$ cat src/rtl/rs_pkg.sv
// Shared reservation-station types: entry layout and the wakeup tag-match helper.
package rs_pkg;

  localparam int PAYLOAD_WIDTH = 32;
  localparam int TAG_WIDTH     = 6;

  typedef struct packed {
    logic [PAYLOAD_WIDTH-1:0] payload;
    logic [TAG_WIDTH-1:0]     src1_tag;
    logic                     src1_rdy;
    logic [TAG_WIDTH-1:0]     src2_tag;
    logic                     src2_rdy;
  } rs_entry_t;

  // True when either broadcast bus carries a valid copy of tag.
  function automatic logic tag_hit(input logic [1:0]                wb_valid,
                                   input logic [1:0][TAG_WIDTH-1:0] wb_tag,
                                   input logic [TAG_WIDTH-1:0]      tag);
    return (wb_valid[0] && (wb_tag[0] == tag)) ||
           (wb_valid[1] && (wb_tag[1] == tag));
  endfunction

endpackage

$ cat src/rtl/rs_pick2_ready.sv
// Lowest-two-index picker: slot 0 gets the lowest set bit, slot 1 the next one.
module rs_pick2_ready #(
  parameter int N  = 4,
  parameter int IW = 2
) (
  input  logic [N-1:0]       ready,
  output logic [1:0]         pick_valid,
  output logic [1:0][IW-1:0] pick_index
);

  always_comb begin
    pick_valid = '0;
    pick_index = '0;
    for (int i = 0; i < N; i++) begin
      if (ready[i]) begin
        if (!pick_valid[0]) begin
          pick_valid[0] = 1'b1;
          pick_index[0] = IW'(i);
        end else if (!pick_valid[1]) begin
          pick_valid[1] = 1'b1;
          pick_index[1] = IW'(i);
        end
      end
    end
  end

endmodule

$ cat src/rtl/rs_issue2.sv
// Dual-write, dual-issue reservation station: entry storage, tag wakeup,
// and two-port issue selection over registered ready state.
module rs_issue2
  import rs_pkg::*;
#(
  parameter int RS_SIZE        = 4,
  parameter int RS_INDEX_WIDTH = $clog2(RS_SIZE)
) (
  input  logic                                clk,
  input  logic                                rst_n,
  input  logic                                flush_i,
  input  logic [1:0]                          wr_valid_i,
  input  logic [1:0][RS_INDEX_WIDTH-1:0]      wr_index_i,
  input  rs_entry_t [1:0]                     wr_entry_i,
  input  logic [1:0]                          wb_valid_i,
  input  logic [1:0][TAG_WIDTH-1:0]           wb_tag_i,
  output logic [1:0]                          issue_valid_o,
  input  logic [1:0]                          issue_ready_i,
  output logic [1:0][PAYLOAD_WIDTH-1:0]       issue_payload_o,
  output logic [1:0][RS_INDEX_WIDTH-1:0]      issue_index_o,
  output logic [RS_SIZE-1:0]                  rs_unused_o,
  output logic                                rs_empty_o
);

  logic [RS_SIZE-1:0] valid_q;
  logic [RS_SIZE-1:0] valid_d;
  rs_entry_t          entry_q [RS_SIZE];
  rs_entry_t          entry_d [RS_SIZE];
  logic [RS_SIZE-1:0] ready_vec;
  logic [1:0]         fire;

  always_comb begin
    ready_vec = '0;
    for (int i = 0; i < RS_SIZE; i++) begin
      ready_vec[i] = valid_q[i] & entry_q[i].src1_rdy & entry_q[i].src2_rdy;
    end
  end

  rs_pick2_ready #(
    .N  (RS_SIZE),
    .IW (RS_INDEX_WIDTH)
  ) u_pick (
    .ready      (ready_vec),
    .pick_valid (issue_valid_o),
    .pick_index (issue_index_o)
  );

  assign fire = issue_valid_o & issue_ready_i;

  always_comb begin
    issue_payload_o = '0;
    for (int k = 0; k < 2; k++) begin
      issue_payload_o[k] = entry_q[issue_index_o[k]].payload;
    end
  end

  // Wakeup applies to resident entries; a fresh write sees the same-cycle
  // broadcast through the bypass OR so it never misses a tag.
  always_comb begin
    for (int i = 0; i < RS_SIZE; i++) begin
      entry_d[i]          = entry_q[i];
      entry_d[i].src1_rdy = entry_q[i].src1_rdy |
                            tag_hit(wb_valid_i, wb_tag_i, entry_q[i].src1_tag);
      entry_d[i].src2_rdy = entry_q[i].src2_rdy |
                            tag_hit(wb_valid_i, wb_tag_i, entry_q[i].src2_tag);
      for (int p = 0; p < 2; p++) begin
        if (wr_valid_i[p] && (wr_index_i[p] == RS_INDEX_WIDTH'(i))) begin
          entry_d[i]          = wr_entry_i[p];
          entry_d[i].src1_rdy = wr_entry_i[p].src1_rdy |
                                tag_hit(wb_valid_i, wb_tag_i, wr_entry_i[p].src1_tag);
          entry_d[i].src2_rdy = wr_entry_i[p].src2_rdy |
                                tag_hit(wb_valid_i, wb_tag_i, wr_entry_i[p].src2_tag);
        end
      end
    end
  end

  always_comb begin
    valid_d = valid_q;
    for (int k = 0; k < 2; k++) begin
      if (fire[k]) valid_d[issue_index_o[k]] = 1'b0;
    end
    for (int p = 0; p < 2; p++) begin
      if (wr_valid_i[p]) valid_d[wr_index_i[p]] = 1'b1;
    end
    if (flush_i) valid_d = '0;
  end

  always_ff @(posedge clk) begin
    if (!rst_n) valid_q <= '0;
    else        valid_q <= valid_d;
  end

  // Payload and tags carry no reset; valid alone defines occupancy.
  always_ff @(posedge clk) begin
    for (int i = 0; i < RS_SIZE; i++) begin
      entry_q[i] <= entry_d[i];
    end
  end

  assign rs_unused_o = ~valid_q;
  assign rs_empty_o  = &rs_unused_o;

  always_ff @(posedge clk) begin
    if (rst_n) begin
      for (int p = 0; p < 2; p++) begin
        if (wr_valid_i[p]) assert (!valid_q[wr_index_i[p]]);
      end
      if (&wr_valid_i) assert (wr_index_i[0] != wr_index_i[1]);
    end
  end

endmodule

$ cat config.mk
export PLATFORM = sky130hd
export DESIGN_NAME = rs_issue2
export DESIGN_NICKNAME = d
export VERILOG_FILES = /design/src/rtl/rs_pkg.sv /design/src/rtl/rs_pick2_ready.sv /design/src/rtl/rs_issue2.sv
export SDC_FILE = /design/constraint.sdc
export NUM_CORES = 1
export LEC_CHECK = 0
export BUFFER_PORTS_ARGS = -buffer_cell sky130_fd_sc_hd__buf_4
export CAP_MARGIN = 20
export CORE_MARGIN = 5
export CORE_UTILIZATION = 48
export DETAILED_ROUTE_END_ITERATION = 7
export GPL_TIMING_DRIVEN = 0
export PLACE_DENSITY_LB_ADDON = 0.25
export REMOVE_ABC_BUFFERS = 1
export SETUP_SLACK_MARGIN = 0.02
export SKIP_LAST_GASP = 1
export SYNTH_ARGS = -nofsm -noshare
export SYNTH_HDL_FRONTEND = slang
export SYNTH_HIERARCHICAL = 1
export SYNTH_SLANG_ARGS = --single-unit
$ cat constraint.sdc
create_clock -name clk -period 4.64 [get_ports clk]
set_input_delay 0.696 -clock clk [delete_from_list [all_inputs] [get_ports clk]]
set_output_delay 0.696 -clock clk [all_outputs]
set_load 0.05 [all_outputs]
==> impl_metrics.ini, run 1 <==
[outcome]
status = completed

[critical_path]
crit_slowest_cell = nand3b_4
cpPeakStageDelay_ns = 0.66
cp.arrival_ns = 3.58
crit_required_ns = 3.94
criticalPathCategory = reg2out
cp_cell_sequence = and3_1, inv_1, ha_1, or4b_4, nand3b_4, mux4_2, buf_4
start_kind = register
worst-path-max-fanout = 37
endpoint_kind = primary output
critical_path.top_delay_family = simple AND/OR/NAND/NOR gates
cp_num_buf_inv = 2

[pwr]
p_comb_share_pct = 23.0
power_per_cell_area_nw_per_um2 = 336
power_mw = 4.60
internal-power_mw = 3.20
seqPwrFrac_pct = 45.7
power_switching_mw = 1.40
switching_share_pct = 30.4
peakVddDrop_v = 0.000277
p_clk_share_pct = 31.4
leakage_nw = 4.56

[die]
fp.coreArea_um2 = 23300
die_w_um = 163
pin_count = 192
rows = 56
die_h_um = 163
start_util_pct = 48.4
die-area_um2 = 26700

[placed_design]
dp_hpwl_um = 21600
post_dp_cell_area_um2 = 13100
place_inst = 1246
portBuffers = 191
post-place-ws_ns = 0.770
gp_congestion = 0.787

[sta]
finClkSkew_ns = 0.0106
setup_slack_ns = 0.366
hold_viol_final = 0
max_freq_mhz = 234
period_minus_slack_ns = 4.27
slew_headroom_pct = 42.3
rsz0062_at_grt = no
slew_violations = 0
worstMarginPinSlew_ns = 0.863
setup_violations = 0
fin_crit_sh_pct = 92.1

[drt]
drc = 0
via_per_inst = 6.32
drtIter0Drc = 643
first_pass_iters = 5
num_vias = 8066
ant_nets = 0
post_drt_wl_per_cell_um = 25.6
routed_wl_um = 32700

[layout]
area_growth_pct = 21.1
drive_gt1_share_pct = 34.7
ff_latch_area_um2 = 5530
multi_input_area_um2 = 5310
diodes = 0
nets = 1068
final_util_pct = 58.6
instances_no_fill = 1277
fillers = 1873
design_area_um2 = 13700

[synth]
synthMuxAreaShare_pct = 12.9
synth_adder_area_share_pct = 0.554
yosys.area.top_type_share_pct = 46.8
avgSynthCellArea_um2 = 14.0
ys_warn_count = 6
yosysUniqueCellTypes = 47
netlist_area_um2 = 11300
synth_top_family_by_area = compound AO/OA/AOI/OAI gates
synthFlopType = edfxtp_1
ys_seq_area_share_pct = 48.9
synthCells = 806
synth_xor_area_share_pct = 11.2
synth_seq_cells = 188
synth.area.top_cells = edfxtp_1 (47%), a22o_1 (14%), mux4_2 (13%)
synth_compound_area_share_pct = 14.9
yosys.area_share.simple_pct = 6.79
synth_common_cells = a22o_1 (176), edfxtp_1 (176), xor2_1 (74), xnor2_1 (70), mux4_2 (64)
synthArstFlopShare_pct = 0
synth-edff-count = 176
synth_top_area_cell = edfxtp_1

[global_route]
grt_pass1_wl_um = 49300
grt_pass1_vias = 8554
antenna_found_initial = 1
grtUsageTotal_pct = 24.5
grt_max_degree = 48
gr-total-overflow = 0

[clocking]
cts_inserted_buffers = 17
clock-sinks = 188
clock_latency_ns = 0.43
postCtsHoldBufs = 0
cts_tree = built
clock_tree.root_cell = clkbuf_16
htree_levels = 4
clkTransAtPathRegs_ns = 0.08
post-cts-setup-buffers = 0
cts_max_path_buffers = 2
cts_resized = 0

[min_path]
worstHoldPathType = in2reg

[job]
max_cap_violations = 0
power groups by stage:
stage               registers (mW)  logic (mW)  clock network [mW]
floorplan                     2.11       0.645                   0
global placement              2.14        1.01                   0
detailed placement            2.14        1.06                   0
CTS                           2.10        1.06                1.45
global route                  2.12        1.11                1.52
finish                        2.10        1.06                1.44
state kept, by name (all words and copies together) (netlist names):
| signal | cells |
|---|---|
| entry_q | 184 |
| valid_q | 4 |
stage by stage:
stage / setup TNS [ns] / hold WS (ns)
6_report: 0 / 0.574
5_1_grt: 0 / 0.562
4_1_cts: 0 / 0.559
3_5_place_dp: 0 / 0.566
3_3_place_gp: -342.86 / 0.548
2_1_floorplan: -57.17 / 0.494
final timing paths:
path | end | cells after the start | slack (ns) | startpoint
setup / recovery | issue_payload_o[34] | 7 | 0.37 | valid_q[0]$_SDFF_PP0_
hold / removal | entry_q[1][14]$_DFFE_PP_ | 2 | 0.57 | wr_entry_i[14]
setup reg to reg | valid_q[1]$_SDFF_PP0_ | 8 | 1.67 | valid_q[0]$_SDFF_PP0_
hold reg to reg | entry_q[1][0]$_DFF_P_ | 2 | 0.59 | entry_q[1][0]$_DFF_P_
layout by cell type (no fill, tap or decap), types with 2 or more instances in the layout:
cell	netlist	routed
buf_8	0	4
buf_16	0	6
a211oi_1	5	5
buf_4	10	191
and3_1	5	4
dfxtp_1	12	12
nand4_1	25	25
nand2_1	9	8
nand2b_4	0	2
nor2_1	9	9
nor3_1	7	7
clkinvlp_4	0	3
nor4_1	28	28
mux4_2	64	64
a221oi_2	2	2
nor4b_1	3	3
nor4_2	3	3
ha_1	5	5
inv_1	7	7
buf_12	0	9
xnor2_1	70	70
a31oi_1	2	2
clkbuf_16	0	17
xor2_1	74	74
nor2_4	4	5
nand3_1	5	4
a22o_1	176	176
a21oi_1	3	3
inv_8	0	2
inv_6	0	4
clkinv_4	0	3
nor4_4	2	2
edfxtp_1	176	176
cell families after synthesis:
logic type               Yosys count
flip-flops                       188
AND/OR/NAND/NOR                  114
XOR/XNOR                         144
AO/OA/AOI/OAI                    193
buffers and inverters             96
adder cells (fa/ha/maj)            5
multiplexers                      66
per-layer routing:
layer / wire length (um) / vias to the layer above / global-route usage [%]
li1: - / 3550 / -
met1: 12800 / 4060 / 30.7
met2: 16400 / 384 / 43.0
met3: 2440 / 70 / 4.01
met4: 1030 / 2 / 9.04
met5: 19 / - / 0
final cells by class:
cell class	instances	share of cell area, %
flip-flops and latches	188	40.4
multi-input cells	522	38.8
repair buffers	210	13.4
clock buffers	17	3.11
well taps	319	2.92
clock inverters	14	1.12
inverters	7	0.192
Note: power is estimated with default switching activity, not from simulation.
==> run 2: changes to the inputs <==
--- a/config.mk
+++ b/config.mk
@@ -7,7 +7,6 @@
 export LEC_CHECK = 0
 export BUFFER_PORTS_ARGS = -buffer_cell sky130_fd_sc_hd__buf_4
 export CAP_MARGIN = 20
-export CORE_MARGIN = 5
 export CORE_UTILIZATION = 48
 export DETAILED_ROUTE_END_ITERATION = 7
 export GPL_TIMING_DRIVEN = 0
==> run 2 against run 1 <==
Net effect:
- die area decreased by 9.6%
- cell area increased by 0.15%
- non-clock buffer count increased by 1
- global-route usage increased by 1.9 points
- largest cell class unchanged
- largest power group unchanged
==> impl_metrics.ini, run 2 (synthesis gave the netlist of run 1 again) <==
[die]
start_util_pct = 49.5
rows = 55
die-area_um2 = 24200
die_w_um = 155
fp.coreArea_um2 = 22800
pin_count = 192
die_h_um = 155

[drt]
via_per_inst = 6.28
first_pass_iters = 7
routed_wl_um = 31600
num_vias = 7998
post_drt_wl_per_cell_um = 24.8
ant_nets = 0
drtIter0Drc = 615
drc = 0

[pwr]
switching_share_pct = 30.6
p_comb_share_pct = 23.3
internal-power_mw = 3.16
p_clk_share_pct = 30.5
peakVddDrop_v = 0.000208
leakage_nw = 4.58
power_switching_mw = 1.39
seqPwrFrac_pct = 46.2
power_per_cell_area_nw_per_um2 = 332

[sta]
setup_violations = 0
worstMarginPinSlew_ns = 0.992
finClkSkew_ns = 0.00761
slew_violations = 0
slew_headroom_pct = 33.7
max_freq_mhz = 240
fin_crit_sh_pct = 89.8
finalSetupTns_ns = 0
rsz0062_at_grt = no
period_minus_slack_ns = 4.17
hold_viol_final = 0

[critical_path]
worst-path-max-fanout = 37
cp.arrival_ns = 3.47
crit_required_ns = 3.94
endpoint_kind = primary output
start_kind = register
criticalPathCategory = reg2out

[placed_design]
post_dp_cell_area_um2 = 13100
portBuffers = 191
dp_hpwl_um = 20900
place_inst = 1241
gp_congestion = 0.807

[min_path]
worstHoldPathType = reg2reg

[global_route]
grtUsageTotal_pct = 26.5
antenna_found_initial = 0
grt_max_degree = 48
gr-total-overflow = 0
grt_pass1_vias = 8352
grt_pass1_wl_um = 47300

[clocking]
cts_max_path_buffers = 2
clock_tree.root_cell = clkbuf_16
clock_latency_ns = 0.42
cts_resized = 0
post-cts-setup-buffers = 0
htree_levels = 4
clock-sinks = 188
cts_inserted_buffers = 17
postCtsHoldBufs = 0
cts_tree = built
clkTransAtPathRegs_ns = 0.07

[layout]
reg_top3 = entry_q: 184 flops, valid_q: 4 flops
final_cell_mix = buf_4 (191), a22o_1 (176), edfxtp_1 (176), xor2_1 (74), xnor2_1 (70)
instances_no_fill = 1273
top_register = entry_q
nets = 1069
design_area_um2 = 13700
area_growth_pct = 21.3
drive_gt1_share_pct = 34.8
diodes = 0
layout_commonest_cell = buf_4
largest_reg_flops = 184

[job]
max_cap_violations = 0

[outcome]
status = completed
## run 2: layout make-up
type	count	area, um2
timing repair buffer	211	1890
tap	313	392
sequential	188	5530
multi-input combinational	522	5310
fill	1847	9150
inverter	7	26.3
clock inverter	15	133
clock buffer	17	425
## run 2: worst paths after layout
| path | start | to | slack [ns] | cells past startpoint |
|---|---|---|---|---|
| worst min register to register | valid_q[0]$_SDFF_PP0_ | valid_q[0]$_SDFF_PP0_ | 0.57 | 2 |
| worst max register to register | valid_q[0]$_SDFF_PP0_ | valid_q[1]$_SDFF_PP0_ | 1.81 | 8 |
| worst max-delay path | valid_q[0]$_SDFF_PP0_ | issue_payload_o[52] | 0.47 | 7 |
| worst min-delay path | valid_q[0]$_SDFF_PP0_ | valid_q[0]$_SDFF_PP0_ | 0.57 | 2 |
## run 2: power groups by stage
| stage | Combinational (mW) | Clock [mW] | Sequential, mW |
|---|---|---|---|
| 6_report | 1.06 | 1.39 | 2.10 |
| 5_1_grt | 1.12 | 1.47 | 2.12 |
| 4_1_cts | 1.06 | 1.40 | 2.10 |
| 3_5_place_dp | 1.06 | 0 | 2.14 |
| 3_3_place_gp | 1.01 | 0 | 2.14 |
| 2_1_floorplan | 0.645 | 0 | 2.11 |
## run 2: worst max-delay path, stage by stage (launching register included)
cell and delay [ns]:
dfxtp_1 0.41, and3_1 0.23, inv_1 0.09, ha_1 0.27, or4b_4 0.57, nand3b_4 0.64, mux4_2 0.62, buf_4 0.21
## run 2: metrics by stage
step / total power, mW / setup WS, ns / util, % / hold WS [ns]
5_1_grt: 4.70 / 0.284 / 60.0 / 0.578
6_report: 4.55 / 0.473 / 60.0 / 0.574
3_5_place_dp: 3.20 / 0.867 / 57.5 / 0.564
3_3_place_gp: 3.14 / -2.76 / 55.2 / 0.556
4_1_cts: 4.56 / 0.395 / 60.0 / 0.568
2_1_floorplan: 2.76 / -1.68 / - / 0.494
## run 2: per-layer routing
layer | up-vias | GRT usage (%) | part of all wire, %
met3 | 45 | 4.68 | 7.5
met2 | 355 | 47.4 | 52
met5 | - | 0 | 0
li1 | 3542 | - | -
met1 | 4056 | 32.5 | 39
met4 | 0 | 8.03 | 1.6
==> run 3: changes to the inputs <==
--- a/config.mk
+++ b/config.mk
@@ -10,7 +10,7 @@
 export CORE_UTILIZATION = 48
 export DETAILED_ROUTE_END_ITERATION = 7
 export GPL_TIMING_DRIVEN = 0
-export PLACE_DENSITY_LB_ADDON = 0.25
+export PLACE_DENSITY = 0.7
 export REMOVE_ABC_BUFFERS = 1
 export SETUP_SLACK_MARGIN = 0.02
 export SKIP_LAST_GASP = 1
==> run 3 against run 2 <==
Net effect:
- utilization is 0.31 points lower
- first-iteration DRC count is 1.3% higher
- setup slack worse by 0.10 ns
- clock skew hardly changed
- non-clock buffer count is 2 lower
- critical path type unchanged
==> impl_metrics.ini, run 3 (synthesis gave the netlist of run 1 again) <==
[pwr]
power_per_cell_area_nw_per_um2 = 335
leakage_nw = 4.55
peakVddDrop_v = 0.000213
power_mw = 4.57

[layout]
reg_top3 = entry_q: 184 flops, valid_q: 4 flops
final_cell_mix = buf_4 (191), a22o_1 (176), edfxtp_1 (176), xor2_1 (74), xnor2_1 (70)
diodes = 0
final_util_pct = 59.7
fillers = 1797
layout_commonest_cell = buf_4
instances_no_fill = 1270
largest_reg_flops = 184
area_growth_pct = 20.6
top_register = entry_q
drive_gt1_share_pct = 34.6
design_area_um2 = 13600
nets = 1067

[critical_path]
cp.arrival_ns = 3.57
reg2regPathDepth = 8
cp.depth = 7
critical_path.top_delay_family = simple AND/OR/NAND/NOR gates
r2r_slack_ns = 1.75
cp_num_buf_inv = 2
cpPeakStageDelay_ns = 0.65
start_kind = register
cp_cell_sequence = and3_1, inv_1, ha_1, or4b_4, nand3b_4, mux4_2, buf_4
endpoint_kind = primary output
crit_required_ns = 3.94
crit_slowest_cell = nand3b_4
criticalPathCategory = reg2out
worst-path-max-fanout = 37

[drt]
ant_nets = 0
num_vias = 8080
post_drt_wl_per_cell_um = 25.2
first_pass_iters = 5
drc = 0
routed_wl_um = 32000
via_per_inst = 6.36
drtIter0Drc = 623

[global_route]
grt_pass1_wl_um = 48200
grtUsageTotal_pct = 27.1
grt_max_degree = 48
gr-total-overflow = 0
antenna_found_initial = 1
grt_pass1_vias = 8239

[placed_design]
place_inst = 1239
gp_congestion = 0.791
post-place-ws_ns = 0.781
dp_hpwl_um = 20900
portBuffers = 191
post_dp_cell_area_um2 = 13100

[sta]
finClkSkew_ns = 0.00755
whs_ns = 0.570
setup_slack_ns = 0.370
rsz0062_at_grt = no
period_minus_slack_ns = 4.27
setup_violations = 0
hold_viol_final = 0
slew_headroom_pct = 39.6
slew_violations = 0
max_freq_mhz = 234
fin_crit_sh_pct = 92.0
finalSetupTns_ns = 0
worstMarginPinSlew_ns = 0.903

[die]
fp.coreArea_um2 = 22800
pin_count = 192
die_h_um = 155
start_util_pct = 49.5
rows = 55
die_w_um = 155
die-area_um2 = 24200

[outcome]
status = completed

[clocking]
cts_tree = built
post-cts-setup-buffers = 0
clock-sinks = 188
cts_max_path_buffers = 2
clock_latency_ns = 0.43
clkTransAtPathRegs_ns = 0.08
cts_resized = 0
cts_inserted_buffers = 17
htree_levels = 4
postCtsHoldBufs = 0
clock_tree.root_cell = clkbuf_16

[min_path]
hold_path_depth = 2
worstHoldPathType = in2reg

[job]
max_cap_violations = 0
[run 3: cell count changes in the layout (fill, tap and decap cells not counted), sizes merged]
cell,delta
clkinv,+1
buf,-2
inv,-2
[run 3: layer usage]
metal / vias up / share of wire, % / track usage [%]
met5: - / 0 / 0
li1: 3539 / - / -
met1: 4046 / 39 / 34.0
met2: 438 / 49 / 46.1
met3: 57 / 8.8 / 5.15
met4: 0 / 2.8 / 11.1
[run 3: cell type report]
type / instances / area (um2) / area share (%)
Multi-Input combinational cell: 522 / 5310 / 39.0
Clock buffer: 17 / 425 / 3.12
Clock inverter: 14 / 138 / 1.01
Tap cell: 313 / 392 / 2.87
Timing Repair Buffer: 209 / 1810 / 13.3
Sequential cell: 188 / 5530 / 40.5
Inverter: 7 / 26.3 / 0.193
[run 3: final timing paths]
kind	from	endpoint
max	valid_q[0]$_SDFF_PP0_	issue_payload_o[42]
min	wr_entry_i[22]	entry_q[0][22]$_DFFE_PP_
max reg2reg	valid_q[0]$_SDFF_PP0_	valid_q[1]$_SDFF_PP0_
min reg2reg	entry_q[1][0]$_DFF_P_	entry_q[1][0]$_DFF_P_
[run 3: power by group]
group | internal, mW | switching [mW]
sequential | 2.02 | 0.0834
combinational | 0.424 | 0.627
clock | 0.708 | 0.712
